$ cat src/rtl/mips_pkg.sv
// Shared core constants and types: architectural word width, register index width,
// register count and the hardwired-zero register number.
package mips_pkg;

   localparam int XLEN      = 32;
   localparam int REG_IDX_W = 5;
   localparam int NREGS     = 2 ** REG_IDX_W;
   localparam int REG_ZERO  = 0;

   typedef logic [REG_IDX_W-1:0] reg_idx_t;
   typedef logic [XLEN-1:0]      word_t;

endpackage

$ cat src/rtl/reg_scoreboard.sv
// Busy-bit scoreboard: one pending-write bit per architectural register, set by ID issue,
// cleared by WB writeback, with two combinational lookups for the read ports.
module reg_scoreboard
   import mips_pkg::*;
#(
   parameter int IDX_W = REG_IDX_W
) (
   input  logic             clk,
   input  logic             rst,
   input  logic             issue_e,
   input  logic [IDX_W-1:0] issue_idx,
   input  logic             reg_we,
   input  logic [IDX_W-1:0] wb_idx,
   input  logic [IDX_W-1:0] ra_idx,
   input  logic [IDX_W-1:0] rb_idx,
   output logic             ra_busy,
   output logic             rb_busy
);

   localparam int DEPTH = 2 ** IDX_W;

   logic [DEPTH-1:0] busy;
   logic [DEPTH-1:0] busy_nxt;

   // Clear is applied before set so a same-edge issue to the written index leaves it busy.
   always_comb begin
      // NOTE: default assignment first keeps this block free of inferred latches.
      busy_nxt = busy;
      if (reg_we) begin
         busy_nxt[wb_idx] = 1'b0;
      end
      if (issue_e) begin
         busy_nxt[issue_idx] = 1'b1;
      end
      busy_nxt[REG_ZERO] = 1'b0;
   end

   always_ff @(posedge clk) begin
      // NOTE: sequential state uses non-blocking assignments only.
      if (rst) begin
         busy <= '0;
      end else begin
         busy <= busy_nxt;
      end
   end

   assign ra_busy = busy[ra_idx];
   assign rb_busy = busy[rb_idx];

endmodule

$ cat src/rtl/reg_file_sb.sv
// Architectural register file with busy-bit scoreboard; two combinational read ports.
// Optional same-cycle writeback bypass enabled by defining REGFILE_BYPASS_EN.
module reg_file_sb
   import mips_pkg::*;
#(
   parameter int DATA_W = XLEN,
   parameter int IDX_W  = REG_IDX_W
) (
   input  logic              clk,
   input  logic              rst,
   input  logic              reg_we,
   input  logic [IDX_W-1:0]  wb_idx,
   input  logic [DATA_W-1:0] wb_data,
   input  logic [IDX_W-1:0]  ra_idx,
   input  logic [IDX_W-1:0]  rb_idx,
   output logic [DATA_W-1:0] ra_data,
   output logic [DATA_W-1:0] rb_data,
   output logic              ra_busy,
   output logic              rb_busy,
   input  logic              issue_e,
   input  logic [IDX_W-1:0]  issue_idx,
   output logic              stall
);

   localparam int               DEPTH = 2 ** IDX_W;
   localparam logic [IDX_W-1:0] ZERO  = IDX_W'(REG_ZERO);

   logic [DATA_W-1:0] regs [DEPTH];
   logic              ra_busy_raw;
   logic              rb_busy_raw;
   logic              wb_valid;

   assign wb_valid = reg_we && (wb_idx != ZERO);

   always_ff @(posedge clk) begin
      // NOTE: the array is flop-based and must read zero after reset, so every entry is reset.
      if (rst) begin
         for (int i = 0; i < DEPTH; i++) begin
            regs[i] <= '0;
         end
      end else if (wb_valid) begin
         regs[wb_idx] <= wb_data;
      end
   end

   reg_scoreboard #(.IDX_W(IDX_W)) u_scoreboard (
      .clk       (clk),
      .rst       (rst),
      .issue_e   (issue_e),
      .issue_idx (issue_idx),
      .reg_we    (reg_we),
      .wb_idx    (wb_idx),
      .ra_idx    (ra_idx),
      .rb_idx    (rb_idx),
      .ra_busy   (ra_busy_raw),
      .rb_busy   (rb_busy_raw)
   );

   always_comb begin
      ra_data = (ra_idx == ZERO) ? '0 : regs[ra_idx];
      rb_data = (rb_idx == ZERO) ? '0 : regs[rb_idx];
      ra_busy = ra_busy_raw;
      rb_busy = rb_busy_raw;
`ifdef REGFILE_BYPASS_EN
      // A writeback landing this cycle both supplies the data and resolves the hazard.
      if (wb_valid && (wb_idx == ra_idx)) begin
         ra_data = wb_data;
         ra_busy = 1'b0;
      end
      if (wb_valid && (wb_idx == rb_idx)) begin
         rb_data = wb_data;
         rb_busy = 1'b0;
      end
`endif
   end

   assign stall = ra_busy | rb_busy;

endmodule

$ cat config.mk
export PLATFORM = sky130hd
export DESIGN_NAME = reg_file_sb
export DESIGN_NICKNAME = d
export VERILOG_FILES = /design/src/rtl/mips_pkg.sv /design/src/rtl/reg_scoreboard.sv /design/src/rtl/reg_file_sb.sv
export SDC_FILE = /design/constraint.sdc
export NUM_CORES = 2
export LEC_CHECK = 0
export BUFFER_PORTS_ARGS = -buffer_cell sky130_fd_sc_hd__buf_2
export CAP_MARGIN = 20
export CORE_AREA = 2 2 357 359
export CTS_CLUSTER_DIAMETER = 40
export CTS_CLUSTER_SIZE = 16
export DETAILED_ROUTE_END_ITERATION = 7
export DIE_AREA = 0 0 359 361
export HOLD_SLACK_MARGIN = 0.08
export SLEW_MARGIN = 0
export SYNTH_ARGS = -nofsm -noshare
export SYNTH_HDL_FRONTEND = slang
export SYNTH_HIERARCHICAL = 1
export SYNTH_SLANG_ARGS = --single-unit
$ cat constraint.sdc
create_clock -name clk -period 8.16 [get_ports clk]
set_input_delay 1.632 -clock clk [delete_from_list [all_inputs] [get_ports clk]]
set_output_delay 1.632 -clock clk [all_outputs]
set_load 0.005 [all_outputs]
# == Word-level counts from Yosys, hierarchy flattened ==
# Memories as Yosys holds them, arrays and structs flattened.
# Cells that the tools add are included.
# totals
input_bits,56
regBits,32
mem_count,1
word_cells,40
out_inout_bits,67
ram_bits,1024
# memory_table
name,words,width,rd,rd_clocked_by_memory_dff,wr,line_no,text
regs,32,32,2,0,32,reg_file_sb.sv:28,logic [DATA_W-1:0] regs [DEPTH];
# op_classes
bitwise_logic,4
muxes,20
magnitude_cmp,6
reduce_logical,7
# op_table
operator,count
$mux W32,5
$and A32 B32 Y32,1
$not A32 Y32,1
$or A32 B32 Y32,1
$reduce_or A32 Y1,1
$lt A5 B6 Y1 const B,4
$bmux W1 S5,2
$demux W1 S5,2
$ge A5 B1 Y1 const B,2
$logic_not A5 Y1,2
$mux W1,10
$mux W5,1
$reduce_bool A5 Y1,1
$logic_and A1 B1 Y1,3
$or A1 B1 Y1,1

# == Longest topological paths before layout ==
# logic_depth
depth_word,9
ltp_mapped,9
depth_no_buf,5

# == By module ==
# The synthesis kept the hierarchy.
# by_module_without_submodules
mod,seq_area_each_um2,area_each_um2,n_inst,cells_each
reg_file_sb,30749.5,54457.2,1,3637
reg_scoreboard,620.6,1826.8,1,229

# == Worst setup path after synthesis ==
# Ideal clock, no wire load.
# synth_timing
path_kind,input -> output
from,in rb_idx[0]
to,out rb_data[10]
stages,7
path_buffers,4
setup_slack_ns,3.253
required_ns,6.528
arrival_ns,3.275
cell_sequence,buf_4 > buf_6 > buf_4 > buf_2 > mux4_2 > a211oi_1 > nor3_1
# synth_between
elab_chain_cells,2
elab_cells_between_ends,3
cone_classes,mux: 1; reduce/logical: 1; memory: 1
# synth_lines
item,line_no,text
start: declaration,reg_file_sb.sv:15,"input logic [IDX_W-1:0] rb_idx,"
$mem_v2 Z32 W32 or $logic_not A5 Y1 (tied branches),--,
$mux W32 *,reg_file_sb.sv:61,rb_data = (rb_idx == ZERO) ? '0 : regs[rb_idx];
end: declaration,reg_file_sb.sv:17,"output logic [DATA_W-1:0] rb_data,"
# Mark *: on every way between the ends. The rest lies on a longest branch, timed or not.

# == Worst setup path after layout ==
# layout_timing
from,in rb_idx[3]
to,out rb_data[28]
# The elaborated chain is that of the path after synthesis.

==> flow_summary.yaml <==
flow_run:
  drv.max_cap_violation_count: 0
sta:
  maxSlewHeadroom_pct: 21.3
  timing.fmax_mhz: 152
  finalClockSkew_ns: 0
  final_setup_fails: 0
  final.setup.tns_ns: 0
  report.final.slew_viol_count: 0
  rsz0062_at_grt: "false"
  finalHoldViolCount: 0
  tightestPinTransition_ns: 1.18
  period_minus_slack_ns: 6.56
  min_period_over_period_pct: 80.4
power_and_ir_drop:
  power_density_nw_per_um2: 232
  p_clk_share_pct: 46.5
  power_switching_share_pct: 24.4
  switching_power_mw: 3.63
  comb_power_share_pct: 10.5
  report.power.total_mw: 14.9
  internal_power_mw: 11.2
  ir_drop_mv: 0.207
  power.sequential.fraction_pct: 43.0
  power.leakage_nw: 22.5
synth:
  ys.flop_type: "edfxtp_1"
  post-synth-top-area-cell: "edfxtp_1"
  synthTopCellsByArea: "edfxtp_1 (55%), mux4_2 (17%), and2_1 (11%), mux2i_1 (4.6%), clkbuf_1 (1.9%)"
  avgSynthCellArea_sq_um: 14.6
  number_of_instances_in_the_synthesized_netlist: 3866
  synth_top_area_share_pct: 54.6
  synth-warning-count: 6
  synth-edff-count: 1024
  synth-seq-area-share_pct: 55.7
  yosysUniqueCellTypes: 49
  async_flop_share_pct: 0
  syn-cell-area_sq_um: 56300
  synth_seq_cells: 1055
worst_setup_path:
  critical_path.n_buffers_inverters: 3
  timing.critical_path.max_delay_family: "simple AND/OR/NAND/NOR gates"
  critical-path-max-stage-delay_ns: 0.91
  cp.arrival_ns: 4.93
  timing.setup.critical_path_class: "primary input to primary output"
  critical_path.startpoint_type: "primary input"
  path_common_cell: "buf_2"
  critical_path.max_fanout: 24
  critical_path_required_ns: 6.53
  slowest_stage: "or3b_2"
  critical_path.cell_chain: "buf_2 > or3b_2 > buf_4 > o22ai_1 > a2111oi_0 > nor3_1 > buf_2"
  category_of_the_worst_setup_path_capture_point: "primary output"
grt:
  grt_antenna_before_repair: 36
  largest_net_degree_at_the_start_of_global_routing: 90
  grt_pass1_vias: 36500
  global_route.overflow_total: 0
  global_route.usage.total_pct: 29.5
  grt_first_pass_wirelength_microns: 271000
floorplan:
  floorplan.die_area_sq_um: 130000
  core_outline_area_sq_um: 125000
  die-height_microns: 361
  floorplan.io_pins: 123
  std_cell_rows: 130
  start_util_pct: 44.9
  die_x_microns: 359
finish:
  final_layout_size_suffix_gt1_share_pct: 25.9
  area_growth_syn_to_layout_pct: 13.8
  layout.filler_cells: 10400
  num-nets-final: 3947
  fin_area_sq_um: 64100
cts:
  cts.repair_timing.setup_buffer_count: 0
  tritoncts: "yes"
  clock-root-buffer: "clkbuf_16"
  register_clock_pin_slew_on_the_reported_worst_setup_and_hold_paths_ns: 0.06
  clock_path_buffers: 3
  ctsHtreeMaxLevel: 4
  postCtsHoldBufs: 0
  numClockSinks: 1055
  tritoncts_buffers: 149
  resize_count_post_cts: 0
  worstSkewPairLatency_ns: 0.79
placement:
  dpl-instance-area_sq_um: 58700
  dp_hpwl_microns: 112000
  placement.io_buffers: 122
  final_wtd_congestion: 0.848
route:
  remaining_number_of_nets_flagged_by_the_antenna_check_after_routing: 0
  drt_iter0_markers: 4948
  first_pass_iters: 5
  routed-via-count: 36300
  vias_per_cell: 6.41
  routedWlPerCell_microns: 33.9
  remaining_design_rule_violation_count: 0
  drt-total-wl_microns: 192000
worst_hold_path:
  min_path_type: "register to register"
status:
  status: "complete, no violations"
==> cells in the mapped netlist, types with 5 or more instances <==
cell type / number
a2111oi_0: 23
a211oi_1: 48
a21oi_1: 74
a22o_1: 46
a22oi_1: 72
and2_1: 1008
buf_1: 15
buf_2: 74
buf_4: 21
buf_6: 6
clkbuf_1: 291
dfxtp_1: 31
edfxtp_1: 1024
mux2_2: 39
mux2i_1: 261
mux4_2: 423
nand2_1: 46
nand2b_1: 6
nand3_1: 12
nand3b_1: 9
nor2_1: 44
nor2b_1: 40
nor3_1: 42
nor4_1: 15
o211ai_1: 6
o21ai_0: 33
o221ai_1: 23
o22ai_1: 44
o32ai_1: 14
or2_2: 33
or3b_2: 5
==> metal layers <==
layer	global-route usage (%)	vias to the layer above	share of wire, %
li1	-	14900	-
met1	40.1	18800	39
met2	45.7	2140	46
met3	6.69	388	11
met4	12.4	28	4.2
met5	0	-	0.097
==> power groups by stage <==
stage	sequential, mW	combinational [mW]	clock, mW
4_1_cts	6.39	1.54	6.96
3_3_place_gp	6.49	1.53	0
2_1_floorplan	6.43	0.956	0
6_report	6.39	1.56	6.91
5_1_grt	6.42	1.62	7.16
3_5_place_dp	6.49	1.54	0
==> placed cells by master (no fill, tap or decap), drive strengths merged, types with 27 or more instances in the layout <==
cell type | Yosys | layout
edfxtp | 1024 | 1024
and2 | 1008 | 1008
mux4 | 423 | 423
mux2i | 261 | 261
buf | 116 | 250
clkbuf | 292 | 171
a21oi | 74 | 74
a22oi | 72 | 72
a211oi | 48 | 48
clkinv | 1 | 47
a22o | 46 | 46
nand2 | 46 | 46
o22ai | 44 | 44
nor2 | 44 | 44
nor3 | 42 | 42
nor2b | 40 | 40
mux2 | 39 | 39
o21ai | 33 | 33
or2 | 33 | 33
conb | 1 | 32
dfxtp | 31 | 31
bufinv | 0 | 27
==> path summary, 6_finish.rpt <==
kind,from,end,slack [ns],cells past startpoint
max,rb_idx[3],rb_data[28],1.60,7
min,u_scoreboard/busy[30]$_SDFF_PP0_,u_scoreboard/busy[30]$_SDFF_PP0_,0.49,2
max reg2reg,u_scoreboard/busy[22]$_SDFF_PP0_,u_scoreboard/busy[22]$_SDFF_PP0_,7.45,2
min reg2reg,u_scoreboard/busy[30]$_SDFF_PP0_,u_scoreboard/busy[30]$_SDFF_PP0_,0.49,2
==> stage by stage <==
| step | utilization [%] | setup WS, ns | hold slack (ns) | std cells |
|---|---|---|---|---|
| 4_1_cts | 51.0 | 1.62 | 0.493 | 5657 |
| 5_1_grt | 51.1 | 1.45 | 0.516 | 5661 |
| 3_3_place_gp | 46.8 | 1.62 | 0.472 | 5385 |
| 3_5_place_dp | 46.8 | 1.62 | 0.484 | 5387 |
| 2_1_floorplan | - | 3.25 | 0.460 | 3897 |
| 6_report | 51.1 | 1.60 | 0.494 | 5665 |
==> final cells by class <==
cell class	instances	area (sq um)	area share, %
sequential	1055	31400	49.0
multi-input combinational	2431	23500	36.7
clock buffer	170	3980	6.21
tap	1650	2060	3.22
timing repair buffer	251	1800	2.81
clock inverter	100	1290	2.02
antenna	5	12.5	0.0195
inverter	3	11.3	0.0176
==> cell families (layout without fill, tap and decap cells) <==
logic type             Yosys count  count (layout)  share of synthesized area [%]
other                            1              37                        0.00666
AOI/OAI and AO/OA              395             395                           4.96
and+or+nand+nor               1281            1281                           13.8
muxes                          723             723                           22.3
DFF                           1055            1055                           55.7
buffers and inverters          411             524                           3.13
==> worst register-to-register path, delay by kind of cell, from the launching register on <==
kind	cells	cell delay, ns
flip-flops	1	0.35
AO/OA/AOI/OAI	2	0.28
==> state kept, by name (all words and copies together) (netlist names) <==
register           flops
regs                1024
u_scoreboard/busy     31
(Power assumes the default switching activity.)
